==> src/rtl/serial_rx8.sv <==
// Serial byte receiver: start, 8 data bits LSB first, stop.
// Holds the last good byte with a full/ack handshake and overrun flag.
module serial_rx8 (
    input  logic       MasterClock,
    input  logic       RESETL,
    input  logic       BITEN,
    input  logic       SDIN,
    input  logic       ACK,
    output logic [7:0] Q,
    output logic       FULL,
    output logic       STB,
    output logic       FERR,
    output logic       OVR,
    output logic       ALLONE
);

    typedef enum logic [1:0] {
        S_IDLE  = 2'd0,
        S_DATA  = 2'd1,
        S_STOP  = 2'd2,
        S_BREAK = 2'd3
    } state_t;

    state_t      state_q, state_d;
    logic [7:0]  shift_q, shift_d;
    logic [2:0]  cnt_q, cnt_d;
    logic [7:0]  q_q, q_d;
    logic        full_q, full_d;
    logic        stb_q, stb_d;
    logic        ferr_q, ferr_d;
    logic        ovr_q, ovr_d;
    logic        allone_q, allone_d;

    always_ff @(posedge MasterClock) begin
        if (!RESETL) begin
            state_q  <= S_IDLE;
            shift_q  <= 8'h00;
            cnt_q    <= 3'd0;
            q_q      <= 8'h00;
            full_q   <= 1'b0;
            stb_q    <= 1'b0;
            ferr_q   <= 1'b0;
            ovr_q    <= 1'b0;
            allone_q <= 1'b0;
        end else begin
            state_q  <= state_d;
            shift_q  <= shift_d;
            cnt_q    <= cnt_d;
            q_q      <= q_d;
            full_q   <= full_d;
            stb_q    <= stb_d;
            ferr_q   <= ferr_d;
            ovr_q    <= ovr_d;
            allone_q <= allone_d;
        end
    end

    always_comb begin
        state_d  = state_q;
        shift_d  = shift_q;
        cnt_d    = cnt_q;
        q_d      = q_q;
        full_d   = full_q;
        ovr_d    = ovr_q;
        allone_d = allone_q;
        stb_d    = 1'b0;
        ferr_d   = 1'b0;

        // Acknowledge first so a coincident good frame overrides it
        if (ACK) begin
            full_d = 1'b0;
            ovr_d  = 1'b0;
        end

        if (BITEN) begin
            unique case (state_q)
                S_IDLE: begin
                    if (!SDIN) begin
                        state_d = S_DATA;
                        cnt_d   = 3'd0;
                        shift_d = 8'h00;
                    end
                end
                S_DATA: begin
                    shift_d[cnt_q] = SDIN;
                    // Wraps 7 -> 0 so the counter leaves DATA at zero
                    cnt_d = cnt_q + 3'd1;
                    if (cnt_q == 3'd7) begin
                        state_d = S_STOP;
                    end
                end
                S_STOP: begin
                    if (SDIN) begin
                        q_d      = shift_q;
                        allone_d = &shift_q;
                        stb_d    = 1'b1;
                        full_d   = 1'b1;
                        if (full_q && !ACK) begin
                            ovr_d = 1'b1;
                        end
                        state_d = S_IDLE;
                    end else begin
                        ferr_d  = 1'b1;
                        state_d = S_BREAK;
                    end
                end
                S_BREAK: begin
                    if (SDIN) begin
                        state_d = S_IDLE;
                    end
                end
                default: begin
                    state_d = S_IDLE;
                    cnt_d   = 3'd0;
                end
            endcase
        end
    end

    assign Q      = q_q;
    assign FULL   = full_q;
    assign STB    = stb_q;
    assign FERR   = ferr_q;
    assign OVR    = ovr_q;
    assign ALLONE = allone_q;

endmodule

==> config.mk <==
export PLATFORM = sky130hd
export DESIGN_NAME = serial_rx8
export DESIGN_NICKNAME = d
export VERILOG_FILES = /design/src/rtl/serial_rx8.sv
export SDC_FILE = /design/constraint.sdc
export NUM_CORES = 1
export LEC_CHECK = 0
export CAP_MARGIN = 10
export CORE_ASPECT_RATIO = 0.75
export CORE_MARGIN = 3
export CORE_UTILIZATION = 51
export CTS_CLUSTER_DIAMETER = 30
export DETAILED_ROUTE_END_ITERATION = 6
export HOLD_SLACK_MARGIN = 0.12
export PLACE_DENSITY = 0.77
export SETUP_SLACK_MARGIN = 0.3
export SLEW_MARGIN = 10
export SYNTH_ARGS = -nofsm -noshare
export SYNTH_HDL_FRONTEND = slang
export SYNTH_SLANG_ARGS = --single-unit
==> constraint.sdc <==
create_clock -name MasterClock -period 1.4 [get_ports MasterClock]
set_clock_uncertainty 0.05 [all_clocks]
set_input_delay 0.14 -clock MasterClock [delete_from_list [all_inputs] [get_ports MasterClock]]
set_output_delay 0.14 -clock MasterClock [all_outputs]
set_load 0.01 [all_outputs]
==> impl_metrics.ini <==
[status]
status = complete, no violations

[cts]
clockBufferDepth = 2
cts_tree = done
cts_made_buffers = 3
clk-insertion-delay-late_ns = 0.33
cts-root-buf = clkbuf_4
htree_levels = 1
hold_buffers = 0
clk_pin_slew_ns = 0.15
clock_sinks = 26

[layout]
drive_above_1_share_pct = 49.7
final_util_pct = 77.5
syn_to_final_growth_pct = 41.3
nets = 169
antenna_cells = 0

[die]
io_pins = 18
core_area_um2 = 2050
die_w_um = 60.2
rows = 14
dieHeight_um = 46.7
dieArea_um2 = 2810
initial_core_util_pct = 54.8

[drt]
drt_first_pass_iters = 5
drc = 0
antenna_left = 0
dr.first_iter.drc_count = 38
wl_per_cell_um = 15.6
via_per_inst = 5.91
vias = 1094
wirelength_um = 2880

[timing]
slew_viol_final = 0
fin_crit_sh_pct = 86.4
finalSetupViolCount = 0
rsz0062_at_grt = true
period_minus_slack_ns = 1.21
setup_ws_ns = 0.191
fmax_ghz = 0.827
tightest_slew_ns = 0.305
tns_ns = 0
hold_viol = 0
whs_ns = 0.242
slew-limit-headroom_pct = 79.6

[critical_path]
cp.arrival_ns = 1.41
startpoint_type = flop
cp_top_family = compound AO/OA/AOI/OAI gates
path_buf_inv = 0
critPathCaptureType = flop
crit_slowest_cell = dfxtp_4
cp_slowest_stage_delay_ns = 0.40
crit_type = flop to flop
crit_fanout = 8
crit_required_ns = 1.60
path_cells = nand2b_4, a31oi_4, o21ai_1, o31ai_1

[global_routing]
grt_usage_pct = 22.3
grt_remaining_overflow = 0
grt_util_met2_pct = 36.9
grt_max_degree = 16
met3_usage_pct = 7.56
grt_pass1_wl_um = 4520
top_usage_layer = met2
use_met1_pct = 25.0
grt_pass1_vias = 983
antenna_found_initial = 0

[yosys]
yosysUniqueCellTypes = 31
synth_ff_type = dfxtp_1
async_flop_share_pct = 0
syn_nets = 137
synth.avg_cell_area_um2 = 8.64
yosys.cell_count.top_type = dfxtp_1
netlist_instances = 130
synth_common_cells = dfxtp_1, nand2_1, a21oi_1, o21ai_1, nor2_1
syn_area_um2 = 1120
yosysSeqAreaShare_pct = 46.3
synth_edf_count = 0
synthTopCellsByArea = dfxtp_1, a21oi_1, nand2_1, o21ai_1, nand4_1
synth_top_area_share_pct = 46.3
synth_top_cell_by_area = dfxtp_1
ys_warn_count = 0
ys_ff_latch = 26

[placed_design]
port_buffers = 17
routabilityCongestion = 0.763
dpl.hpwl_um = 1750
place_ws_ns = -0.0912

[power]
p_leak_nw = 0.599
max-vdd-ir-drop_v = 0.000868
p_per_area_nw_per_um2 = 873

[worst_hold_path]
hold_path.class = input port to flop

[job]
cap_violations = 0
cell usage in the layout, fill, tap and decap left out, types with 2 or more instances in the layout:
cell             synthesis  routed
a21oi_1                 17      14
a21oi_2                  0       3
a31oi_1                  4       2
a31oi_2                  0       2
buf_2                    3       9
buf_4                    1      12
buf_6                    1       4
clkbuf_2                 0       3
clkbuf_4                 0       3
clkdlybuf4s50_1          0       3
dfxtp_1                 26      11
dfxtp_2                  0      10
dfxtp_4                  0       5
ha_4                     0       2
inv_1                    4       3
inv_2                    1       2
nand2_1                 22      20
nand2_2                  1       3
nand2b_4                 1       3
nand4_1                  5       5
nor2_1                   6       5
nor3_1                   3       2
o21ai_1                 10       9
o21ai_2                  0       2
o31ai_1                  4       3
o41ai_2                  1       2
or2_4                    1       2
kinds of logic (layout without fill, tap and decap cells):
family | count (synthesis) | count (layout) | share of synthesized area [%]
buffers and inverters | 12 | 42 | 5.34
and+or+nand+nor | 48 | 49 | 22.4
DFF | 26 | 26 | 46.3
AOI/OAI and AO/OA | 41 | 41 | 22.8
muxes | 1 | 1 | 0.891
adders and majority gates | 2 | 2 | 2.23
routing by layer:
layer	vias up	part of all wire, %
met5	-	0
met4	0	1.9
met3	6	5.9
met2	34	50
met1	530	42
li1	524	-
timing repair:
action                                  in CTS  in global routing
hold endpoints to repair                     0                  0
gates resized for setup                     63                 38
pin swaps                                   16                  6
endpoints found under the setup margin      37                 35
gates cloned                                 1                  0
setup buffers                                1                  4
worst register-to-register path, delay by kind of cell, from the launching register on:
| family | cells | cell delay, ns |
|---|---|---|
| compound gates | 3 | 0.51 |
| flops | 1 | 0.40 |
| simple gates | 1 | 0.16 |
final cells by class:
type	instances	area [um^2]
inverter	5	18.8
multi-input combinational	93	689
sequential	26	552
tap	24	30.0
clock inverter	1	30.0
fill	138	462
timing repair buffer	33	245
clock buffer	3	22.5
state kept, by name (all words and copies together) (netlist names):
name	cells
Q	8
shift_q	8
cnt_q	3
state_q	2
ALLONE	1
FERR	1
FULL	1
OVR	1
STB	1
per-stage QoR:
step | total power [mW] | cells | area (um^2)
detailed placement | 0.859 | 175 | 1380
global route | 1.43 | 185 | 1590
global placement | 0.857 | 175 | 1380
CTS | 1.37 | 181 | 1530
floorplan | 0.824 | 130 | 1140
finish | 1.39 | 185 | 1590
path summary, 6_finish.rpt:
path / from / endpoint / slack [ns] / cells past startpoint
worst max-delay path: state_q[0] / shift_q[5] / 0.19 / 4
worst min register to register: Q[1] / Q[1] / 0.41 / 2
worst max register to register: state_q[0] / shift_q[5] / 0.19 / 4
worst min-delay path: SDIN / FERR / 0.24 / 2
power breakdown:
part / internal [mW] / switching (mW) / leakage (nW) / total (mW)
Clock: 0.290 / 0.237 / 0.0279 / 0.527
Sequential: 0.737 / 0.00826 / 0.219 / 0.745
Combinational: 0.0531 / 0.0602 / 0.352 / 0.113
Power figures use the tool's default switching activity.
